--- config.mk ---
export PLATFORM = sky130hd
export DESIGN_NAME = nibble_logic_seq_flat
export DESIGN_NICKNAME = d
export VERILOG_FILES = /design/src/rtl/nibble_logic_seq_pkg.sv /design/src/rtl/nibble_logic_seq_if.sv /design/src/rtl/nibble_logic_seq_settle_timer.sv /design/src/rtl/nibble_logic_seq.sv /design/src/flat_wrapper.sv
export SDC_FILE = /design/constraint.sdc
export NUM_CORES = 1
export LEC_CHECK = 0
export ABC_AREA = 1
export CORE_ASPECT_RATIO = 0.5
export CORE_MARGIN = 10
export CORE_UTILIZATION = 41
export CTS_BUF_LIST = sky130_fd_sc_hd__clkbuf_4 sky130_fd_sc_hd__clkbuf_8
export DETAILED_ROUTE_END_ITERATION = 6
export PLACE_DENSITY_LB_ADDON = 0.3
export SETUP_SLACK_MARGIN = 0.02
export SLEW_MARGIN = 0
export SYNTH_ARGS = -nofsm -noshare
export SYNTH_HDL_FRONTEND = slang
export SYNTH_HIERARCHICAL = 1
export SYNTH_SLANG_ARGS = --single-unit
--- constraint.sdc ---
create_clock -name clk -period 1 [get_ports clk]
set_input_delay 0.1 -clock clk [delete_from_list [all_inputs] [get_ports clk]]
set_output_delay 0.1 -clock clk [all_outputs]
set_load 0.005 [all_outputs]
--- src/rtl/nibble_logic_seq_pkg.sv ---
// -----------------------------------------------------------------------------
// nls_pkg
// Shared constants for the nibble logic sequencer:
//   NIB_W      width of one pass through the quad-gate chip
//   OP_*       operation / chip-select encodings (11 is reserved, handled as AND)
//   ST_*       sequencer state encodings
//   widthOf()  counter width helper that never returns less than one bit
// -----------------------------------------------------------------------------
package nls_pkg;

  localparam int NIB_W = 4;

  localparam logic [1:0] OP_AND = 2'b00;
  localparam logic [1:0] OP_OR  = 2'b01;
  localparam logic [1:0] OP_XOR = 2'b10;

  localparam logic [1:0] ST_IDLE   = 2'd0;
  localparam logic [1:0] ST_DRIVE  = 2'd1;
  localparam logic [1:0] ST_FINISH = 2'd2;

  // Bits needed to hold the values 0..n-1, with a floor of one bit so that
  // degenerate configurations still get a legal vector.
  function automatic int widthOf(input int n);
    return (n <= 1) ? 1 : $clog2(n);
  endfunction

endpackage

--- src/rtl/nibble_logic_seq_if.sv ---
// -----------------------------------------------------------------------------
// nibble_logic_seq_if
// Bundles the ALU-control side and the chip-pin side of the sequencer.
//   start/op/opa/opb   request from ALU control
//   busy/done/result   status and result back to ALU control
//   gate_a/gate_b      operand pins a4..a1 / b4..b1 of the shared chip
//   gate_sel           chip select (latched op)
//   gate_y             output pins y4..y1 of the chip
// master: ALU control plus chip model; slave: the sequencer.
// -----------------------------------------------------------------------------
interface nibble_logic_seq_if #(
  parameter int NIBBLES = 2
);

  logic                              start;
  logic [1:0]                        op;
  logic [nls_pkg::NIB_W*NIBBLES-1:0] opa;
  logic [nls_pkg::NIB_W*NIBBLES-1:0] opb;
  logic                              busy;
  logic                              done;
  logic [nls_pkg::NIB_W*NIBBLES-1:0] result;
  logic [nls_pkg::NIB_W-1:0]         gate_a;
  logic [nls_pkg::NIB_W-1:0]         gate_b;
  logic [1:0]                        gate_sel;
  logic [nls_pkg::NIB_W-1:0]         gate_y;

  modport master (
    output start, op, opa, opb, gate_y,
    input  busy, done, result, gate_a, gate_b, gate_sel
  );

  modport slave (
    input  start, op, opa, opb, gate_y,
    output busy, done, result, gate_a, gate_b, gate_sel
  );

endinterface

--- src/rtl/nibble_logic_seq_settle_timer.sv ---
// -----------------------------------------------------------------------------
// settle_timer
// Loadable down-counter that measures how long the chip operands have been
// held. Counts down to zero and parks there until reloaded.
//   clk, rst_n   clock and synchronous active-low reset
//   i_load       load i_loadVal (takes priority over counting)
//   i_loadVal    reload value
//   i_dec        count down by one while non-zero
//   o_zero       counter has reached zero (last cycle of the window)
// -----------------------------------------------------------------------------
module settle_timer #(
  parameter int W = 1
) (
  input  logic         clk,
  input  logic         rst_n,
  input  logic         i_load,
  input  logic [W-1:0] i_loadVal,
  input  logic         i_dec,
  output logic         o_zero
);

  logic [W-1:0] r_count;

  always_ff @(posedge clk) begin
    if (!rst_n) begin
      r_count <= '0;
    end else if (i_load) begin
      r_count <= i_loadVal;
    end else if (i_dec && (r_count != '0)) begin
      r_count <= r_count - W'(1);
    end
  end

  assign o_zero = (r_count == '0);

endmodule

--- src/rtl/nibble_logic_seq.sv ---
// -----------------------------------------------------------------------------
// nibble_logic_seq
// Runs a 4*NIBBLES-bit bitwise operation through one external quad-gate
// chip, one nibble per pass: drive a/b pins, hold them SETTLE_CYCLES+1
// cycles, capture the y pins into the matching result nibble.
//   clk, rst_n   clock and synchronous active-low reset
//   bus          slave side of nibble_logic_seq_if (request, status, chip pins)
// -----------------------------------------------------------------------------
module nibble_logic_seq
  import nls_pkg::*;
#(
  parameter int NIBBLES       = 2,
  parameter int SETTLE_CYCLES = 1
) (
  input  logic                clk,
  input  logic                rst_n,
  nibble_logic_seq_if.slave   bus
);

  localparam int DW = NIB_W * NIBBLES;
  localparam int TW = widthOf(SETTLE_CYCLES + 1);
  localparam int IW = widthOf(NIBBLES);

  localparam logic [TW-1:0] SETTLE_LOAD = TW'(SETTLE_CYCLES);
  localparam logic [IW-1:0] LAST_IDX    = IW'(NIBBLES - 1);

  logic [1:0]       r_state;
  logic [IW-1:0]    r_index;
  logic [DW-1:0]    r_opa;
  logic [DW-1:0]    r_opb;
  logic [1:0]       r_op;
  logic [DW-1:0]    r_result;

  logic             w_drive;
  logic             w_accept;
  logic             w_zero;
  logic             w_reload;
  logic [NIB_W-1:0] w_nibA;
  logic [NIB_W-1:0] w_nibB;

  // A request is taken whenever the block is not busy, which includes the
  // FINISH cycle so that back-to-back operations need no idle gap.
  assign w_drive  = (r_state == ST_DRIVE);
  assign w_accept = bus.start && !w_drive;
  assign w_reload = w_drive && w_zero && (r_index != LAST_IDX);

  settle_timer #(.W(TW)) u_timer (
    .clk       (clk),
    .rst_n     (rst_n),
    .i_load    (w_accept || w_reload),
    .i_loadVal (SETTLE_LOAD),
    .i_dec     (w_drive),
    .o_zero    (w_zero)
  );

  always_ff @(posedge clk) begin
    if (!rst_n) begin
      r_state  <= ST_IDLE;
      r_index  <= '0;
      r_opa    <= '0;
      r_opb    <= '0;
      r_op     <= '0;
      r_result <= '0;
    end else begin
      case (r_state)
        ST_DRIVE: begin
          // Capture on the last cycle of the settle window only.
          if (w_zero) begin
            r_result[r_index*NIB_W +: NIB_W] <= bus.gate_y;
            if (r_index == LAST_IDX) begin
              r_state <= ST_FINISH;
            end else begin
              r_index <= r_index + IW'(1);
            end
          end
        end
        default: begin
          // IDLE, FINISH and the unused encoding all behave as "not busy".
          if (bus.start) begin
            r_opa   <= bus.opa;
            r_opb   <= bus.opb;
            r_op    <= bus.op;
            r_index <= '0;
            r_state <= ST_DRIVE;
          end else begin
            r_state <= ST_IDLE;
          end
        end
      endcase
    end
  end

  assign w_nibA = r_opa[r_index*NIB_W +: NIB_W];
  assign w_nibB = r_opb[r_index*NIB_W +: NIB_W];

  assign bus.gate_a   = w_drive ? w_nibA : '0;
  assign bus.gate_b   = w_drive ? w_nibB : '0;
  assign bus.gate_sel = r_op;
  assign bus.busy     = w_drive;
  assign bus.done     = (r_state == ST_FINISH);
  assign bus.result   = r_result;

endmodule

--- src/flat_wrapper.sv ---
// flat-port wrapper written by rule: the top's interface ports become plain ports
module nibble_logic_seq_flat import nls_pkg::*;
#(
  parameter int NIBBLES       = 2,
  parameter int SETTLE_CYCLES = 1
)
  (clk, rst_n, bus_start, bus_op, bus_opa, bus_opb, bus_gate_y, bus_busy, bus_done, bus_result, bus_gate_a, bus_gate_b, bus_gate_sel);
  nibble_logic_seq_if #(.NIBBLES(NIBBLES)) bus_i ();
  input  logic clk;
  input  logic rst_n;
  input wire logic [$bits(bus_i.start)-1:0] bus_start;
  input wire logic [$bits(bus_i.op)-1:0] bus_op;
  input wire logic [$bits(bus_i.opa)-1:0] bus_opa;
  input wire logic [$bits(bus_i.opb)-1:0] bus_opb;
  input wire logic [$bits(bus_i.gate_y)-1:0] bus_gate_y;
  output wire logic [$bits(bus_i.busy)-1:0] bus_busy;
  output wire logic [$bits(bus_i.done)-1:0] bus_done;
  output wire logic [$bits(bus_i.result)-1:0] bus_result;
  output wire logic [$bits(bus_i.gate_a)-1:0] bus_gate_a;
  output wire logic [$bits(bus_i.gate_b)-1:0] bus_gate_b;
  output wire logic [$bits(bus_i.gate_sel)-1:0] bus_gate_sel;
  assign bus_i.start = bus_start;
  assign bus_i.op = bus_op;
  assign bus_i.opa = bus_opa;
  assign bus_i.opb = bus_opb;
  assign bus_i.gate_y = bus_gate_y;
  assign bus_busy = bus_i.busy;
  assign bus_done = bus_i.done;
  assign bus_result = bus_i.result;
  assign bus_gate_a = bus_i.gate_a;
  assign bus_gate_b = bus_i.gate_b;
  assign bus_gate_sel = bus_i.gate_sel;
  nibble_logic_seq #(.NIBBLES(NIBBLES), .SETTLE_CYCLES(SETTLE_CYCLES)) u_core (.clk(clk), .rst_n(rst_n), .bus(bus_i));
endmodule
======== Word-level counts from Yosys, hierarchy flattened ========
Index checks and enable logic that the tools add are counted.
W data, S select, Z words.
storage, ports and cells
  flip-flop bits (word level) ............. 30
  input port bits ......................... 25
  output and inout port bits .............. 20
operators by class
  add/sub/neg operators ................... 3
  equal/unequal tests ..................... 4
  shift-type cells ........................ 4
  muxes and demuxes ....................... 13
  bitwise logic cells ..................... 3
  reductions and logical operators ........ 12
operators with widths
  kind                      number
  $neg A3 Y34               1
  $shift A4 B34 Y8 const A  1
  $shiftx A4 B34 Y8         1
  $shiftx A8 B4 Y4          2
  $bwmux W8                 1
  $mux W4                   2
  $reduce_and A2 Y1         4
  $mux W1                   7
  $mux W2                   3
  $logic_and A1 B1 Y1       4
  $reduce_bool A2 Y1        2
  $not A1 Y1                3
  $eq A2 B1 Y1 const B      1
  $eq A2 B2 Y1 const B      1
  $ne A2 B1 Y1 const B      1
  $ne A2 B2 Y1 const B      1
  $add A1 B1 Y1 const B     1
  $logic_not A1 Y1          1
  $logic_or A1 B1 Y1        1
  $sub A1 B1 Y1 const B     1

======== Longest topological paths before layout ========
  depth in word-level cells ............... 5
  depth in mapped cells ................... 8

======== Modules after synthesis ========
The synthesis kept the hierarchy.
by module, submodules not included
  module            instances  cells each  area an instance (sq um)  sequential area each (sq um)
  nibble_logic_seq  1          167         1224.9                    580.6
  settle_timer      1          8           47.5                      20.0

======== Least setup slack after synthesis ========
Ideal clock, no wire load.
  path kind ............................... register to register
  from .................................... reg u_core.r_state[0]
  to ...................................... reg u_core.u_timer.r_count
  arrival time ............................ 969 ps
  required time ........................... 886 ps
  slack ................................... -83 ps
  cell stages (with the launch flop) ...... 7
  buffers on the path ..................... 1
  clock period less this slack ............ 1083 ps
  cells stage by stage .................... dfxtp_1 > nand2_4 > nand2_4 > buf_6 > o21ai_0 > a21oi_1 > nor2_1
between the ends
  cells in the longest elaborated chain, start to end .. 5
  elaborated cells between the ends (all ways) .. 9
RTL lines
  item                                                     RTL line                                        source
  start, declared                                          nibble_logic_seq.sv:27                          logic [1:0] r_state;
  start signal, assigned                                   nibble_logic_seq.sv:58                          r_state <= ST_IDLE;
  start signal, assigned                                   nibble_logic_seq.sv:71                          r_state <= ST_FINISH;
  start signal, assigned                                   nibble_logic_seq.sv:84                          r_state <= ST_DRIVE;
  $eq A2 B1 Y1 *                                           nibble_logic_seq.sv:43                          assign w_drive = (r_state == ST_DRIVE);
  $logic_not A1 Y1 or $logic_and A1 B1 Y1 (tied branches)  nibble_logic_seq.sv:44, nibble_logic_seq.sv:45
  $logic_and A1 B1 Y1 (on tied branches)                   nibble_logic_seq.sv:44, nibble_logic_seq.sv:45
  $logic_or A1 B1 Y1                                       nibble_logic_seq.sv:50                          .i_load (w_accept || w_reload),
  $mux W1 or $reduce_bool A2 Y1 (tied branches)            -
  end signal, assigned                                     nibble_logic_seq_settle_timer.sv:28             r_count <= i_loadVal;
  end signal, assigned                                     nibble_logic_seq_settle_timer.sv:30             r_count <= r_count - W'(1);
  end, declared                                            nibble_logic_seq_settle_timer.sv:22             logic [W-1:0] r_count;
Mark *: on every way between the ends. The rest lies on a longest branch, timed or not.
A chain may end at the register's enable or synchronous reset.

======== Worst setup path after layout ========
  from .................................... reg u_core.r_index
  to ...................................... out bus_gate_a[3]
between the ends
  cells in the longest elaborated chain, start to end .. 2
RTL lines
  item                    RTL line                source
  start, declared         nibble_logic_seq.sv:28  logic [IW-1:0] r_index;
  start signal, assigned  nibble_logic_seq.sv:73  r_index <= r_index + IW'(1);
  $shiftx A8 B4 Y4        nibble_logic_seq.sv:93  assign w_nibA = r_opa[r_index*NIB_W +: NIB_W];
  $mux W4                 nibble_logic_seq.sv:96  assign bus.gate_a = w_drive ? w_nibA : '0;
  end, declared           flat_wrapper.sv:19      output wire logic [$bits(bus_i.gate_a)-1:0] bus_gate_a;
No other way between the ends.

==> flow_summary.json <==
{
  "wl_per_cell_um": 16.36,
  "synth.cell_area_mm2": 0.001272,
  "synthesis.nets": 200,
  "powerDensity_mw_per_mm2": 1371,
  "totalNegativeSetupSlack_ns": -5.151,
  "sequential_cell_area_um2": 615.6,
  "synth-seq-cells": 30,
  "filler_cell_count": 193,
  "critPathRequiredTime_ns": 0.90,
  "shortest_period_the_worst_path_allows_ns": 1.240,
  "gp_congestion": 0.7192,
  "yosys_warnings": 6,
  "layout.cell_area.non_filler_mm2": 0.002352,
  "portBuffers": 44,
  "synth_seq_area_share": 0.4720,
  "timing.critical_path.fanout_max": 6,
  "critical_path_class": "flop to primary output",
  "r2r_cells": 7,
  "ir_drop_uv": 1374,
  "post_synthesis_cell_count": 175,
  "postCtsHoldBufs": 0,
  "number_of_global_route_vias_before_repair": 1396,
  "detailedRoute.firstIterationViolations": 77,
  "dp.final_hpwl_mm": 2.459,
  "clock_sink_count": 30,
  "drv_slew": 0,
  "detail_route.vias_per_cell": 5.074,
  "tritoncts": "done",
  "routed_wl_mm": 4.664,
  "clockBufferDepth": 2,
  "cp.arrival_ns": 1.14,
  "chipWidth_um": 98.79,
  "antenna_found_initial": 0,
  "layout_overhead_on_the_synthesized_area_pct": 84.86,
  "numCtsBuffers": 5,
  "min_period_over_period": 1.240,
  "final-hold-violation-count": 0,
  "mostFrequentLayoutCells": "sky130_fd_sc_hd__nor2_1, sky130_fd_sc_hd__dfxtp_1, sky130_fd_sc_hd__clkdlybuf4s50_1",
  "drv_cap": 0,
  "detailroute.via_count": 1446,
  "synth.avg_cell_area_um2": 7.271,
  "fin_worst_hold_slack_ns": 0.4041,
  "grt_max_degree": 13,
  "die_area_mm2": 0.005867,
  "rsz0062_at_grt": "true",
  "multi_input_gate_area_um2": 939.7,
  "grt_pass1_wl_mm": 6.851,
  "highest_clock_rate_mhz": 806.7,
  "preCtsSetupSlack_ns": -0.3804,
  "clock_tree.root_cell": "sky130_fd_sc_hd__clkbuf_8",
  "cp-start-kind": "flop",
  "diodes": 0,
  "outcome": "finished with violations",
  "route.detailed.drc": 0,
  "initial_utilization": 0.4248,
  "layout_setup_ws_ns": -0.2396,
  "pin_count": 45,
  "globalRoute.totalOverflow": 0,
  "clock_pin_slew_on_the_worst_setup_and_hold_paths_ns": 0.07,
  "num_rows": 14,
  "place_area_mm2": 0.001824,
  "vertical_die_dimension_um": 59.40,
  "globalRouteTotalUtil": 0.1473,
  "design.final.nets": 269,
  "ant_nets": 0,
  "drive_gt1_frac": 0.4980,
  "hold_class": "input pin to flop",
  "worst_slew_pin_slew_ns": 0.8065,
  "netlist-cell-type-count": 22,
  "core_mm2": 0.002995,
  "failed_checks": "setup timing",
  "timing.hold.worst_path_depth": 3,
  "critical_path.endpoint_type": "primary output",
  "setup_viol_count_final": 40,
  "htree_num_levels": 2,
  "timing.slew.headroom": 0.4623,
  "layout_commonest_cell": "sky130_fd_sc_hd__nor2_1",
  "detail_route.first_pass.iterations": 4,
  "leakagePower_nw": 0.9966,
  "clk_latency_ns": 0.29,
  "finClkSkew_ns": 0.01037
}
-- synth_stat cells, drive strengths merged --
library cell,n,area (um2)
nand4,4,25.02
clkbuf,3,11.26
nand3,10,60.06
buf,5,46.28
dfxtp,30,600.6
a21oi,10,50.05
inv,12,50.05
nor3,1,5.000
nor2,51,201.5
nand2,29,123.9
o21ai,19,95.09
conb,1,3.750
-- layer usage --
| layer | vias up | part of all wire | track usage |
|---|---|---|---|
| met1 | 683 | 0.41 | 0.1712 |
| met3 | 14 | 0.044 | 0.04889 |
| met5 | - | 0 | 0 |
| li1 | 707 | - | - |
| met4 | 0 | 0.025 | 0.06085 |
| met2 | 42 | 0.52 | 0.2472 |
-- state kept, by name, summed over array words and instances, names as in the netlist --
name / flops
u_core/r_opb: 8
u_core/r_index: 1
u_core/bus.gate_sel: 2
u_core/r_opa: 8
u_core/u_timer/r_count: 1
u_core/bus.result: 8
u_core/r_state: 2
-- worst max-delay path, stage by stage (launching register included) --
cell and delay, ns:
sky130_fd_sc_hd__dfxtp_4 0.39, sky130_fd_sc_hd__buf_8 0.14, sky130_fd_sc_hd__nand2_1 0.07, sky130_fd_sc_hd__a21oi_2 0.12
sky130_fd_sc_hd__buf_2 0.12
-- logic make-up after synthesis --
logic type	count (synthesis)	synth area share
buffers and inverters	20	0.08455
other	1	0.002947
DFF	30	0.4720
AOI/OAI and AO/OA	29	0.1141
and+or+nand+nor	95	0.3265
-- final timing paths --
check                                    startpoint                                  end  slack [ns]
setup / recovery        u_core/r_index$_SDFFE_PN0P_                        bus_gate_a[3]       -0.24
hold / removal                           bus_opb[2]         u_core/r_opb[2]$_SDFFE_PN0P_        0.40
setup reg to reg     u_core/r_state[1]$_SDFFE_PN0P_  u_core/u_timer/r_count$_SDFFE_PN0P_       -0.19
hold reg to reg   u_core/bus.result[6]$_SDFFE_PN0P_    u_core/bus.result[6]$_SDFFE_PN0P_        0.46
-- layout make-up --
cell class | instances | area share
multi-input cells | 130 | 0.3995
flip-flops and latches | 30 | 0.2617
repair buffers | 62 | 0.2340
clock buffers | 7 | 0.03830
inverters | 12 | 0.02872
well taps | 40 | 0.02128
repair inverters | 3 | 0.01436
clock inverters | 1 | 0.002128
-- where the power goes --
group	internal, mW	switching [mW]	total, mW
clock network	0.581	0.472	1.05
logic	0.374	0.424	0.798
registers	1.28	0.0911	1.37
-- through the flow --
step                      utilization  power (mW)  instances
final                          0.7853       3.225        285
after global routing           0.7853       3.347        285
after CTS                      0.7373       3.105        283
after detailed placement       0.6090       1.909        266
after global placement         0.6090       1.897        266
after floorplan                     -       1.633        175
-- repair_timing --
item,4_1_cts,5_1_grt
resized for setup,130,45
pin swaps,33,16
buffers inserted,1,2
endpoints found under the setup margin,50,49
gates cloned,8,0
(Power assumes the default switching activity.)
